===== src/rtl/updown_ctr_pkg.sv =====
// Shared key indices, key vector type and count-mode encoding for the up/down key counter.
package updown_ctr_pkg;

  localparam int unsigned NUM_KEYS = 3;
  localparam int unsigned KEY_INC  = 0;
  localparam int unsigned KEY_DEC  = 1;
  localparam int unsigned KEY_CLR  = 2;

  typedef logic [NUM_KEYS-1:0] key_vec_t;

  typedef enum logic {
    MODE_WRAP = 1'b0,
    MODE_SAT  = 1'b1
  } count_mode_e;

endpackage


===== src/rtl/key_debouncer.sv =====
// One push-button: 2-FF synchroniser, debounce counter, accepted level and press strobe.
module key_debouncer #(
  parameter int unsigned DEB_DELAY = 250
) (
  input  logic clk_i,
  input  logic rst_i,
  input  logic key_i,
  output logic stable_o,
  output logic press_o
);

  localparam int unsigned CW = $clog2(DEB_DELAY);
  localparam logic [CW-1:0] CNT_LAST = CW'(DEB_DELAY - 1);

  logic          s1;
  logic          s2;
  logic [CW-1:0] cnt;

  // Bring the raw key into the clock domain.
  always_ff @(posedge clk_i or posedge rst_i) begin
    if (rst_i) begin
      s1 <= 1'b0;
      s2 <= 1'b0;
    end else begin
      s1 <= key_i;
      s2 <= s1;
    end
  end

  // Accept a new level only after DEB_DELAY consecutive differing samples;
  // the strobe is registered alongside the rising acceptance, so it lands in
  // the first cycle the new high level is visible.
  always_ff @(posedge clk_i or posedge rst_i) begin
    if (rst_i) begin
      cnt      <= '0;
      stable_o <= 1'b0;
      press_o  <= 1'b0;
    end else begin
      press_o <= 1'b0;
      if (s2 == stable_o) begin
        cnt <= '0;
      end else if (cnt == CNT_LAST) begin
        cnt      <= '0;
        stable_o <= s2;
        press_o  <= s2;
      end else begin
        cnt <= cnt + CW'(1);
      end
    end
  end

endmodule


===== src/rtl/updown_key_counter.sv =====
// Debounced up/down/clear event counter with programmable step and wrap or saturate mode.
module updown_key_counter
  import updown_ctr_pkg::*;
#(
  parameter int unsigned COUNT_WIDTH = 8,
  parameter int unsigned DEB_DELAY   = 250,
  parameter int unsigned STEP        = 1,
  parameter int unsigned SAT_MODE    = 0
) (
  input  logic                   clk_i,
  input  logic                   rst_i,
  input  logic                   inc_key_i,
  input  logic                   dec_key_i,
  input  logic                   clr_key_i,
  output logic [COUNT_WIDTH-1:0] count_o,
  output logic                   limit_o,
  output logic [2:0]             pressed_o
);

  localparam int unsigned          AW       = COUNT_WIDTH + 1;
  localparam logic [AW-1:0]        STEP_EXT = AW'(STEP);
  localparam logic [COUNT_WIDTH-1:0] CNT_MAX = '1;
  localparam count_mode_e          MODE     = (SAT_MODE != 0) ? MODE_SAT : MODE_WRAP;

  key_vec_t                raw_keys;
  key_vec_t                stable;
  key_vec_t                press;
  logic [AW-1:0]           sum;
  logic [AW-1:0]           diff;
  logic [COUNT_WIDTH-1:0]  count_nxt;
  logic                    limit_nxt;

  assign raw_keys = {clr_key_i, dec_key_i, inc_key_i};

  // One debouncer per key.
  for (genvar k = 0; k < NUM_KEYS; k++) begin : g_deb
    key_debouncer #(
      .DEB_DELAY(DEB_DELAY)
    ) u_deb (
      .clk_i   (clk_i),
      .rst_i   (rst_i),
      .key_i   (raw_keys[k]),
      .stable_o(stable[k]),
      .press_o (press[k])
    );
  end

  // Debounced levels come straight from the debouncer state flops.
  assign pressed_o = stable;

  // Priority clr > (inc&dec cancel) > inc > dec; carry/borrow taken from the extra bit.
  always_comb begin
    sum       = {1'b0, count_o} + STEP_EXT;
    diff      = {1'b0, count_o} - STEP_EXT;
    count_nxt = count_o;
    limit_nxt = 1'b0;
    if (press[KEY_CLR]) begin
      count_nxt = '0;
    end else if (press[KEY_INC] && !press[KEY_DEC]) begin
      count_nxt = sum[COUNT_WIDTH-1:0];
      if (sum[COUNT_WIDTH]) begin
        limit_nxt = 1'b1;
        if (MODE == MODE_SAT) count_nxt = CNT_MAX;
      end
    end else if (press[KEY_DEC] && !press[KEY_INC]) begin
      count_nxt = diff[COUNT_WIDTH-1:0];
      if (diff[COUNT_WIDTH]) begin
        limit_nxt = 1'b1;
        if (MODE == MODE_SAT) count_nxt = '0;
      end
    end
  end

  // Output registers.
  always_ff @(posedge clk_i or posedge rst_i) begin
    if (rst_i) begin
      count_o <= '0;
      limit_o <= 1'b0;
    end else begin
      count_o <= count_nxt;
      limit_o <= limit_nxt;
    end
  end

endmodule

===== config.mk =====
export PLATFORM = sky130hd
export DESIGN_NAME = updown_key_counter
export DESIGN_NICKNAME = d
export VERILOG_FILES = /design/src/rtl/updown_ctr_pkg.sv /design/src/rtl/key_debouncer.sv /design/src/rtl/updown_key_counter.sv
export SDC_FILE = /design/constraint.sdc
export NUM_CORES = 1
export LEC_CHECK = 0
export CAP_MARGIN = 30
export CELL_PAD_IN_SITES_DETAIL_PLACEMENT = 1
export CELL_PAD_IN_SITES_GLOBAL_PLACEMENT = 1
export CORE_AREA = 2 2 58 88
export CTS_CLUSTER_DIAMETER = 120
export DETAILED_ROUTE_END_ITERATION = 10
export DIE_AREA = 0 0 60 90
export PLACE_DENSITY = 0.86
export REMOVE_ABC_BUFFERS = 1
export SYNTH_ARGS = -nofsm -noshare
export SYNTH_HDL_FRONTEND = slang
export SYNTH_SLANG_ARGS = --single-unit
export TNS_END_PERCENT = 50

===== constraint.sdc =====
create_clock -name clk_i -period 6 [get_ports clk_i]
set_clock_uncertainty 0.15 [all_clocks]
set_input_delay 0.6 -clock clk_i [delete_from_list [all_inputs] [get_ports clk_i]]
set_output_delay 0.6 -clock clk_i [all_outputs]
set_load 0.02 [all_outputs]

Yosys cells after proc, flatten, opt, wreduce, memory -nomap -nowiden
Cells that the tools add are included.

operators by class
  $add $sub $neg = 5
  equality and inequality tests = 6
  muxes and demuxes = 20
  bitwise logic cells = 3
  reduce and logical (&&, ||, !) cells = 8

operators by type and width
  kind                                                                count
  8-bit 2-to-1 mux                                                    9
  8-bit by 1-bit adder with 8-bit output, second input constant       3
  8-bit == test, second input constant                                3
  1-bit 2-to-1 mux                                                    11
  8-bit by 1-bit adder with 9-bit output, second input constant       1
  8-bit by 1-bit subtractor with 9-bit output, second input constant  1
  2-bit AND reduction                                                 3
  1-bit == test                                                       3
  1-bit inverter                                                      3
  3-bit nonzero test                                                  1
  1-bit logical AND                                                   2
  1-bit zero test                                                     2

word-level totals
  register bits after elaboration = 45
  bits of input ports = 5
  word-level logic and storage cells = 59

Depth between registers and ports, before layout
  depth in word-level cells = 5
  gate-level depth with buffers = 7
  mapped depth without buffers = 6

Modules after synthesis
A second synthesis with hierarchy kept.

second synthesis, totals
  cell total of the unflattened synthesis = 233
  area, all modules = 2368.5 µm²

by module, submodules not included
  module              times used  cells an instance  area each (µm²)
  key_debouncer       3           56                 586.8
  updown_key_counter  1           65                 608.1

Worst setup path before layout
OpenSTA, ideal clock, no wires.

  kind = register -> register
  start point = register count_o[3]
  end point = register count_o[7]
  setup time = 78 ps
  arrival = 1826 ps
  data required time = 5772 ps
  setup slack = 3945 ps
  cell stages (with the launch flop) = 6
  buffers on the path = 1
  period minus slack after synthesis = 2055 ps
  cells stage by stage = dfrtp_1 -> buf_4 -> or4_4 -> o22a_1 -> or4_1 -> a21oi_1

between the ends
  word-level cells in the longest chain between the ends = 4

ends and longest elaborated chain
  item                                         line                      RTL
  start, declared                              updown_key_counter.sv:15  output logic [COUNT_WIDTH-1:0] count_o,
  start signal, assigned                       updown_key_counter.sv:80  count_o <= count_nxt;
  8-bit by 1-bit subtractor with 9-bit output  updown_key_counter.sv:54  diff = {1'b0, count_o} - STEP_EXT;
  8-bit 2-to-1 mux                             updown_key_counter.sv:65  end else if (press[KEY_DEC] && !press[KEY_INC]) begin
  8-bit 2-to-1 mux *                           updown_key_counter.sv:59  end else if (press[KEY_INC] && !press[KEY_DEC]) begin
  8-bit 2-to-1 mux *                           updown_key_counter.sv:57  if (press[KEY_CLR]) begin

Mark *: on every way between the ends. The rest lies on a longest branch, timed or not. The select of a mux whose other input is x is not followed.
A chain may end at the register's enable or synchronous reset.

Final worst setup path
  start point = register count_o[2]
  end point = output port count_o[2]

No word-level cell between the ends.

==> flow_summary.yaml <==
yosys:
  yosys_warnings: 0
  netlist_top_cells_area: "dfrtp_1 (51%), ha_1 (5.7%), nor2_1 (5.1%)"
  ys_seq_elements: 45
  synth_top_area_frac: 0.512
  synth.cell_area_mm2: 0.00220
  synth-seq-area-share: 0.512
  synth_cell_types: 45
  ys.flop_type: "dfrtp_1"
  synth-edff-count: 0
  netlist_instances: 213
  async_reset_ff_frac: 1.00
  syn_area_per_cell_um2: 10.3
  yosys.area.top_type: "dfrtp_1"
power:
  ir_drop_v: 0.000136
  power.leakage_nw: 1.12
  switching_power_uw: 118
  clockPowerShare: 0.343
  cellInternalPower_uw: 401
  seq_power_share: 0.609
  p_comb_frac: 0.048
  power.share.switching: 0.227
  power.density_mw_per_mm2: 209
status:
  outcome: "finished, final reports clean"
detailed_routing:
  via_per_inst: 5.33
  drt_iter0_markers: 30
  vias: 1578
  wire_per_inst_um: 13.8
  drc: 0
  wl_mm: 4.10
  dr.pass1.iters: 4
  antenna_left: 0
worst_hold_path:
  hold_start: "g_deb[1].u_deb.s1$_DFF_PP0_"
  min_path_type: "flip-flop to flip-flop"
global_route:
  antenna_found_initial: 0
  grt_pass1_wl_mm: 7.42
  met1_usage: 0.202
  busiest_layer: "met2"
  grt_use_total: 0.177
  use_met2: 0.305
  grt_max_degree: 46
  grt_pass1_vias: 1666
  gr-total-overflow: 0
  met3_usage: 0.0374
critical_path:
  r2r-start: "g_deb[0].u_deb.press_o$_DFF_PP0_"
  critPathMaxFanout: 11
  end_kind: "primary output"
  crit_family: "buffers and inverters"
  slowest_delay_ns: 0.67
  critPathLaunchType: "flip-flop"
  crit_chain: "clkdlybuf4s50_1"
  critical_path.startpoint: "count_o[2]$_DFFE_PP0P_"
  slowest_stage: "clkdlybuf4s50_1"
  arrival_ns: 1.50
  cp.required_ns: 5.25
  critPathBufInv: 1
  critPathKind: "flip-flop to primary output"
final_layout:
  fin_nets: 244
  fin_util: 0.530
  area_delta_synth_final_pct: 13.1
  fin_area_mm2: 0.00249
  drive_above_1_share: 0.0739
  antenna_cells: 0
timing:
  rsz0062_at_grt: "no"
  tns_ns: 0
  fin_crit_sh: 0.375
  worst_slew_pin_slew_ns: 0.549
  timing.final.crit_period_ns: 2.25
  setup_viol: 0
  slew_violations: 0
  maxSlewHeadroom: 0.634
  worst_slack_ns: 3.75
  hold_violations: 0
  max_freq_mhz: 444
floorplanning:
  dieWidth_um: 60
  coreArea_mm2: 0.00469
  io_pins: 17
  die_area_mm2: 0.00540
  rows: 31
  start_util: 0.468
  die_height_um: 90
clocking:
  post_cts_buffers: 0
  clk_latency_ns: 0.30
  cts_tree: "yes"
  holdBufCountCts: 0
  clock_sinks: 45
  ctsResizeCount: 0
  clk_pin_slew_ns: 0.08
  clockRootBuffer: "clkbuf_8"
  cts_max_path_buffers: 2
  cts_buffers: 5
  htree_num_levels: 2
job:
  cap_viol_max_count: 0
place:
  dpl_cell_area_mm2: 0.00240
  dp_hpwl_mm: 3.04
  post-place-ws_ns: 3.76
  port_buffers: 16
  place.gp.congestion: 0.745
[state kept, by name (all words and copies together), names as in the netlist]
register              count
g_deb.u_deb.s1            3
g_deb.u_deb.cnt          24
g_deb.u_deb.stable_o      3
g_deb.u_deb.s2            3
count_o                   8
g_deb.u_deb.press_o       3
limit_o                   1
[through the flow]
stage	total power [mW]	cells	hold WS (ns)
after floorplan	0.338	205	0.181
after global placement	0.346	288	0.181
after detailed placement	0.348	288	0.186
after CTS	0.529	296	0.205
after global routing	0.546	296	0.225
final	0.519	296	0.200
[power groups by stage]
stage | combinational (mW) | sequential [mW] | clock (mW)
after detailed placement | 0.0259 | 0.322 | 0
after global placement | 0.0248 | 0.322 | 0
after CTS | 0.0261 | 0.316 | 0.186
after floorplan | 0.0178 | 0.321 | 0
final | 0.0250 | 0.316 | 0.178
after global routing | 0.0295 | 0.317 | 0.199
[layout make-up]
type | instances | area [um2]
Fill cell | 528 | 2210
Multi-Input combinational cell | 149 | 986
Inverter | 11 | 41.3
Tap cell | 66 | 82.6
Timing Repair Buffer | 17 | 168
Clock inverter | 2 | 10.0
Clock buffer | 6 | 72.6
Sequential cell | 45 | 1130
[path summary, 6_finish.rpt]
kind | slack (ns) | cells past startpoint | to
worst max-delay path | 3.75 | 1 | count_o[2]
worst min-delay path | 0.20 | 0 | g_deb[1].u_deb.s2$_DFF_PP0_
worst max register to register | 3.77 | 5 | count_o[7]$_DFFE_PP0P_
worst min register to register | 0.20 | 0 | g_deb[1].u_deb.s2$_DFF_PP0_
max in group asynchronous | 4.73 | 3 | count_o[5]$_DFFE_PP0P_
min in group asynchronous | 0.58 | 3 | g_deb[2].u_deb.cnt[4]$_DFF_PP0_
[routing by layer]
metal | vias to the layer above | share of wire
li1 | 765 | -
met1 | 788 | 0.41
met2 | 19 | 0.54
met3 | 6 | 0.023
met4 | 0 | 0.020
met5 | - | 0
[cell families after synthesis]
| family | count (synthesis) | share of synthesized area |
|---|---|---|
| XOR/XNOR | 20 | 0.0797 |
| adder cells (fa/ha/maj) | 10 | 0.0569 |
| buffers and inverters | 19 | 0.0393 |
| flip-flops | 45 | 0.512 |
| multiplexers | 4 | 0.0199 |
| AO/OA/AOI/OAI | 28 | 0.0837 |
| AND/OR/NAND/NOR | 87 | 0.208 |
[Yosys cell counts, types with 2 or more instances]
library cell	count
ha_1	10
mux2_2	3
clkbuf_1	2
nor2b_1	3
inv_1	11
nor3_1	2
nand2_1	12
a21oi_1	9
xnor2_1	10
or3b_2	2
nand4_1	6
buf_1	2
dfrtp_1	45
a21boi_0	2
nor3b_1	3
or3_1	3
buf_4	4
xor2_1	10
or4_1	2
and3_1	2
o21ai_0	5
a41oi_1	2
nor2_1	30
nand3_1	11
nand2b_1	2
[cell usage in the layout, fill, tap and decap left out, types with 2 or more instances in the layout]
cell type        netlist  routed
dfrtp_1               45      45
nor2_1                30      30
clkdlybuf4s50_1        0      16
nand2_1               12      12
nand3_1               11      11
inv_1                 11      10
xnor2_1               10      10
xor2_1                10      10
ha_1                  10      10
a21oi_1                9       9
nand4_1                6       6
o21ai_0                5       5
clkbuf_8               0       5
or3_1                  3       3
nor2b_1                3       3
nor3b_1                3       3
mux2_2                 3       3
nand2b_1               2       2
a41oi_1                2       2
and3_1                 2       2
or3b_2                 2       2
a21boi_0               2       2
nor3_1                 2       2
or4_1                  2       2
clkinv_2               0       2
(Power assumes the default switching activity.)
